`config.mk`:
```
export PLATFORM = sky130hd
export DESIGN_NAME = pipeline_stall_ctrl
export DESIGN_NICKNAME = d
export VERILOG_FILES = /design/src/rtl/pipeline_stall_ctrl.sv
export SDC_FILE = /design/constraint.sdc
export NUM_CORES = 1
export LEC_CHECK = 0
export CORE_MARGIN = 1.5
export CORE_UTILIZATION = 30
export DETAILED_ROUTE_END_ITERATION = 16
export MAX_ROUTING_LAYER = met4
export PLACE_DENSITY_LB_ADDON = 0.08
export SYNTH_ARGS = -nofsm -noshare
export SYNTH_HDL_FRONTEND = slang
export SYNTH_SLANG_ARGS = --single-unit
```
`constraint.sdc`:
```
create_clock -name clk -period 3.3 [get_ports clk]
set_input_delay 0.495 -clock clk [delete_from_list [all_inputs] [get_ports clk]]
set_output_delay 0.495 -clock clk [all_outputs]
set_load 0.05 [all_outputs]
```
`src/rtl/pipeline_stall_ctrl.sv`:
```
// pipeline_stall_ctrl: central freeze/flush sequencer for the 5-stage pipeline.
// It stretches each data-memory access into a whole-pipeline stall. It resolves
// stall, branch and hazard events by fixed priority. It also keeps saturating
// statistics counters for stall and flush cycles.
//
// Ports
//   clk, rst      clock (rising edge), asynchronous active-high reset
//   mem_req       valid load/store currently in MEM stage
//   hazard        RAW hazard from hazard detect unit
//   branch_taken  taken branch resolved in EX stage
//   clr_cnt       synchronous clear of statistics counters
//   freeze_if     hold PC and IF/ID register
//   flush_if      clear IF/ID register
//   flush_id      insert bubble into ID/EX register
//   stall_all     hold ID/EX, EX/MEM, MEM/WB registers
//   mem_done      one-cycle pulse when the memory access completes
//   stall_cnt     saturating count of freeze_if cycles
//   flush_cnt     saturating count of flush_if cycles
module pipeline_stall_ctrl #(
  parameter int unsigned MEM_CYCLES = 4,
  parameter int unsigned CNT_W      = 32
) (
  input  logic             clk,
  input  logic             rst,
  input  logic             mem_req,
  input  logic             hazard,
  input  logic             branch_taken,
  input  logic             clr_cnt,
  output logic             freeze_if,
  output logic             flush_if,
  output logic             flush_id,
  output logic             stall_all,
  output logic             mem_done,
  output logic [CNT_W-1:0] stall_cnt,
  output logic [CNT_W-1:0] flush_cnt
);

  localparam int unsigned WCNT_W = 8;

  typedef enum logic [1:0] {
    S_IDLE,
    S_WAIT,
    S_DONE
  } state_t;

  state_t            state;
  logic [WCNT_W-1:0] wcnt;

  logic stall_c;
  logic done_c;
  logic freeze_c;
  logic flush_if_c;
  logic flush_id_c;

  // Memory access sequencer: IDLE counts as the first stall cycle, so WAIT
  // covers the remaining MEM_CYCLES-2 stall cycles.
  always_ff @(posedge clk or posedge rst) begin
    if (rst) begin
      state <= S_IDLE;
      wcnt  <= '0;
    end else begin
      case (state)
        S_IDLE: begin
          if (mem_req) begin
            if (MEM_CYCLES == 2) begin
              state <= S_DONE;
            end else begin
              wcnt  <= WCNT_W'(MEM_CYCLES - 2);
              state <= S_WAIT;
            end
          end
        end
        S_WAIT: begin
          if (wcnt == WCNT_W'(1)) begin
            state <= S_DONE;
          end else begin
            wcnt <= wcnt - WCNT_W'(1);
          end
        end
        S_DONE:  state <= S_IDLE;
        default: state <= S_IDLE;
      endcase
    end
  end

  // Same-cycle control decode; stall beats branch, branch beats hazard.
  always_comb begin
    stall_c    = 1'b0;
    done_c     = 1'b0;
    freeze_c   = 1'b0;
    flush_if_c = 1'b0;
    flush_id_c = 1'b0;

    case (state)
      S_IDLE:  stall_c = mem_req;
      S_WAIT:  stall_c = 1'b1;
      S_DONE:  done_c  = 1'b1;
      default: stall_c = 1'b0;
    endcase

    if (stall_c) begin
      freeze_c = 1'b1;
    end else if (branch_taken) begin
      flush_if_c = 1'b1;
      flush_id_c = 1'b1;
    end else if (hazard) begin
      freeze_c   = 1'b1;
      flush_id_c = 1'b1;
    end
  end

  // Outputs are forced low for the whole time reset is held.
  assign stall_all = stall_c    & ~rst;
  assign mem_done  = done_c     & ~rst;
  assign freeze_if = freeze_c   & ~rst;
  assign flush_if  = flush_if_c & ~rst;
  assign flush_id  = flush_id_c & ~rst;

  // Saturating statistics; clear takes precedence over increment.
  always_ff @(posedge clk or posedge rst) begin
    if (rst) begin
      stall_cnt <= '0;
      flush_cnt <= '0;
    end else if (clr_cnt) begin
      stall_cnt <= '0;
      flush_cnt <= '0;
    end else begin
      if (freeze_if && (stall_cnt != '1)) stall_cnt <= stall_cnt + CNT_W'(1);
      if (flush_if  && (flush_cnt != '1)) flush_cnt <= flush_cnt + CNT_W'(1);
    end
  end

endmodule
```
* After elaboration in Yosys (flattened, before gate mapping)
Cells that the tools add are included.
** Operators by class
- Add/sub/neg operators :: 3
- Reductions and logical operators :: 8
- Equality and inequality tests :: 8
- Bitwise operators :: 6
- Muxes and demuxes :: 19
** Operators by type and width (count)
- two-way mux 32 bit :: 4
- adder 32 x 1 -> 32 bit, second input constant :: 2
- inequality test 32 bit, second input constant :: 2
- two-way mux 8 bit :: 2
- one-hot mux 8 bit (2 select lines) :: 1
- equality test 8 x 1 -> 1 bit, second input constant :: 1
- two-way mux 1 bit :: 8
- subtractor 8 x 1 -> 8 bit, second input constant :: 1
- inequality test 2 bit, second input constant :: 3
- nonzero test 2 bit :: 3
- AND 1 bit :: 5
- two-way mux 2 bit :: 2
- one-hot mux 2 bit (2 select lines) :: 1
- AND reduction 3 bit :: 1
- equality test 2 x 1 -> 1 bit, second input constant :: 1
- equality test 2 bit, second input constant :: 1
- logical AND 1 bit :: 2
- logical NOT 2 bit :: 1
- one-hot mux 1 bit (2 select lines) :: 1
- AND reduction 2 bit :: 1
- inverter 1 bit :: 1
** Word-level totals
- Input port bits :: 6
- Output and inout bits :: 69
- Register bits after elaboration :: 74
- Logic and storage cells :: 48

* Longest topological paths before layout
- Depth in word-level cells :: 7
- Mapped depth :: 8

* Worst setup path after synthesis
Ideal clock, no wire load.
- Kind :: input-to-output
- From :: in rst
- To :: out flush_id
- Stages on the path :: 2
- Data arrival time :: 2654 ps
- Buffers on the path :: 0
- Path slack :: 151 ps
- Required time :: 2805 ps
- Cells stage by stage :: inv_1 > o211a_1
** Between the ends
- Cells in the longest elaborated chain, start to end :: 2
** RTL lines
- from (decl) :: line 24 : input logic rst,
- inverter 1 bit :: line 117 : assign flush_id = flush_id_c & ~rst;
- AND 1 bit :: line 117
- to (decl) :: line 31 : output logic flush_id,
No other way between the ends.

* Worst setup path in the final report
- From :: in mem_req
- To :: out freeze_if
** Between the ends
- Cells in the longest elaborated chain, start to end :: 3
** RTL lines
- from (decl) :: line 25 : input logic mem_req,
- one-hot mux 1 bit (2 select lines) :: line 94 : case (state)
- two-way mux 1 bit :: line 101 : if (stall_c) begin
- AND 1 bit :: line 115 : assign freeze_if = freeze_c & ~rst;
- to (decl) :: line 29 : output logic freeze_if,
No other way between the ends.

==> results.md <==
- Global router's overall resource usage: 17.1%
- Design area: 5310 um2
- GR Overflow Total: 0
- Reg clk slew, reported paths: around 0.050 ns
- CTS buffer count: 9
- CTS sink count: 74
- Number of H-tree levels: 3
- Post-Syn Area per Cell: approximately 9.2 um2
- Least-Margin Pin Slew: between 0.9 and 1 ns
- Crit Path Class: in2out
- CP required: between 2 and 3 ns
- Fillers: about 1,300
- Final period util: 79.1%
- Synthesized Nets: between 400 and 500
- Area Overhead vs Synth: 30.6%
- Largest vdd supply drop: between 0.2 and 0.25 mV
- Port Buf Inserts: 74
- Reg-to-Reg Start: stall_cnt[16]$_DFFE_PP0P_
- Number of synthesis warnings: 0
- Core Util, Final: approximately two fifths
- Vias per cell: around 5.4
- R2R cell count: 6
- Crit path max fanout: 7
- Startpoint types: input pin
- Post-synth EDFFs: 0
- PD cells: approximately 460 nW/um2
- Via count: between 3,000 and 4,000
- Ys flop type: dfrtp_1
- Static leakage: about 2.0 nW
- Slew Limit Fails: 0
- Clock Tree Buf Depth: 2
- CTS root buf: clkbuf_16
- Initial DRC count: 186
- Die Area: ~14,000 um2
- CTS tree: yes
- Setup TNS: 0 ns
- DRC viols: 0
- RSZ-0062 raised after global routing: no
- Unique cell type count in the Yosys netlist: 47
- RePlAce Congestion: about 0.74
- Number of setup buffers added after CTS: 0
- Wire per inst: 16.0 um
- ANT cells: 0
- Post-synthesis sequential area ratio: a little under half
- Ys async rst share: 100%
- Hold Crit Start: state[1]$_DFFE_PP0P_
- CP endpoint kind: primary output
- Hold Path Depth: 1
- Final clock skew: between 0.006 and 0.007 ns
- Final setup violation count: 0
- Initial antenna violation count: 0
- Post-Route WL: approximately 11,000 um
- Placed inst area: 5010 um2
- Post-CTS Resized: 0
- Via count of the first global-routing pass: 3,657
- FF-to-FF setup slack: between 0.8 and 0.9 ns
- Post-route ant nets: 0
- Fmax: around 380 MHz
- Crit Reg-Reg Endpoint: stall_cnt[1]$_DFFE_PP0P_
- Hold violation count in the final report: 0
- First-pass GRT wire length: roughly 19,000 um
- Max_slew headroom: 35.8%
- Row cnt: 42
- Die H: about 120 um
- Syn Inst Count: about 440
- End of the worst hold path: state[1]$_DFFE_PP0P_
- Top-Level Pins: 75
- Clock latency at the later pin of the worst-skew pair: 0.34 ns
- Detailed Place HPWL: between 7000 and 8000 um
- Nets: approximately 530
- Share of layout cells above drive strength 1: 7.47%
- Placeable core area: around 13,000 um2
- Die width: between 100 and 150 um
- Initial Utilization: between 30 and 40%
- Crit path DAT: about 2.1 ns
- Number of max-cap violations: 0
- Hold WC Path Type: reg2reg
- Status: finished, final reports clean
- Largest net degree at the start of global routing: 75
- Drt first pass iters: 5
- Yosys reg bits: 74
- CTS Hold Buffers Added: 0
- Synth Cell Area: slightly above 4000 um2
- Tmin final: ~2.6 ns
## kinds of logic after synthesis
kind of cell / synth area share, %
flops: 45.6
fa+ha+maj: 1.23
buf+inv: 3.42
mux: 1.17
simple gates: 27.8
compound gates: 18.4
xor+xnor: 2.37
## sequential cells by signal, summed over array words and instances (netlist names)
| name | flops |
|---|---|
| state | 2 |
| wcnt | 8 |
| stall_cnt | 32 |
| flush_cnt | 32 |
## power by group
| group | total [W] | internal, W | switching (W) |
|---|---|---|---|
| combinational | 0.000382 | 0.000139 | 0.000243 |
| clock | 0.00100 | 0.000627 | 0.000378 |
| sequential | 0.00103 | 0.000971 | 0.0000614 |
| total | 0.00242 | 0.00174 | 0.000682 |
## per-stage QoR
| stage | setup WS [ns] | hold slack, ns | cells | power (W) |
|---|---|---|---|---|
| detailed placement | 0.377 | 0.462 | 682 | 0.00143 |
| global route | 0.594 | 0.506 | 698 | 0.00255 |
| finish | 0.689 | 0.466 | 698 | 0.00242 |
| floorplan | 0.151 | 0.436 | 441 | 0.00132 |
| CTS | 0.672 | 0.467 | 698 | 0.00246 |
| global placement | 0.350 | 0.461 | 682 | 0.00143 |
## cell usage after synthesis (all sizes together), types with 4 or more instances
| library cell | count | share of area [%] |
|---|---|---|
| dfrtp | 74 | 46 |
| a21oi | 56 | 7.0 |
| nand3 | 33 | 4.1 |
| o21ai | 29 | 3.6 |
| or4 | 29 | 5.4 |
| o31ai | 28 | 5.6 |
| or3 | 28 | 4.3 |
| nor2 | 26 | 2.4 |
| nand2 | 25 | 2.3 |
| nand4 | 17 | 2.9 |
| inv | 14 | 1.3 |
| clkbuf | 13 | 1.2 |
| and3 | 9 | 1.4 |
| xor2 | 9 | 1.9 |
| and4 | 8 | 1.7 |
| buf | 5 | 0.92 |
| nor3 | 5 | 0.62 |
| ha | 4 | 1.2 |
| nor2b | 4 | 0.62 |
## cells in the final DEF, fill, tap and decap left out, types with 3 or more instances in the layout
cell type / n
a21oi_1: 55
and3_1: 9
and4_1: 8
buf_4: 10
clkbuf_1: 3
clkbuf_16: 9
clkdlybuf4s50_1: 71
dfrtp_1: 74
ha_1: 4
inv_1: 13
nand2_1: 25
nand3_1: 33
nand4_1: 15
nor2_1: 26
nor2b_1: 4
nor3_1: 5
nor4_1: 3
o21ai_0: 23
o21ai_1: 6
o31ai_1: 26
or3_1: 28
or4_1: 28
xor2_1: 9
## metal layers
layer / GRT usage (%) / part of all wire (%) / vias up
met3: 3.07 / 3.4 / 16
met5: - / 0 / -
li1: - / - / 1843
met2: 27.3 / 49 / 86
met4: 7.07 / 1.9 / 0
met1: 21.4 / 46 / 1842
## worst max-delay path, stage by stage
cell and delay (ns):
clkdlybuf4s50_1 0.49, o21bai_2 0.12, a21oi_2 0.18, clkdlybuf4s50_1 0.82
## worst max-delay path by stage
stage	startpoint	endpoint	slack, ns	cells past startpoint
3_5_place_dp	branch_taken	stall_cnt[28]$_DFFE_PP0P_	0.38	7
4_1_cts	mem_req	freeze_if	0.67	4
5_1_grt	branch_taken	stall_cnt[26]$_DFFE_PP0P_	0.59	7
3_3_place_gp	branch_taken	stall_cnt[28]$_DFFE_PP0P_	0.35	7
2_1_floorplan	rst	flush_id	0.15	2
6_report	mem_req	freeze_if	0.69	4
## cell type report
| cell class | instances | area [um2] | share of cell area, % |
|---|---|---|---|
| clock inverters | 2 | 35.0 | 0.660 |
| flip-flops and latches | 74 | 1850 | 34.9 |
| repair buffers | 83 | 811 | 15.3 |
| inverters | 14 | 52.6 | 0.990 |
| well taps | 176 | 220 | 4.15 |
| clock buffers | 14 | 264 | 4.97 |
| multi-input cells | 335 | 2070 | 39.1 |
Note: power is estimated with default switching activity, not from simulation.
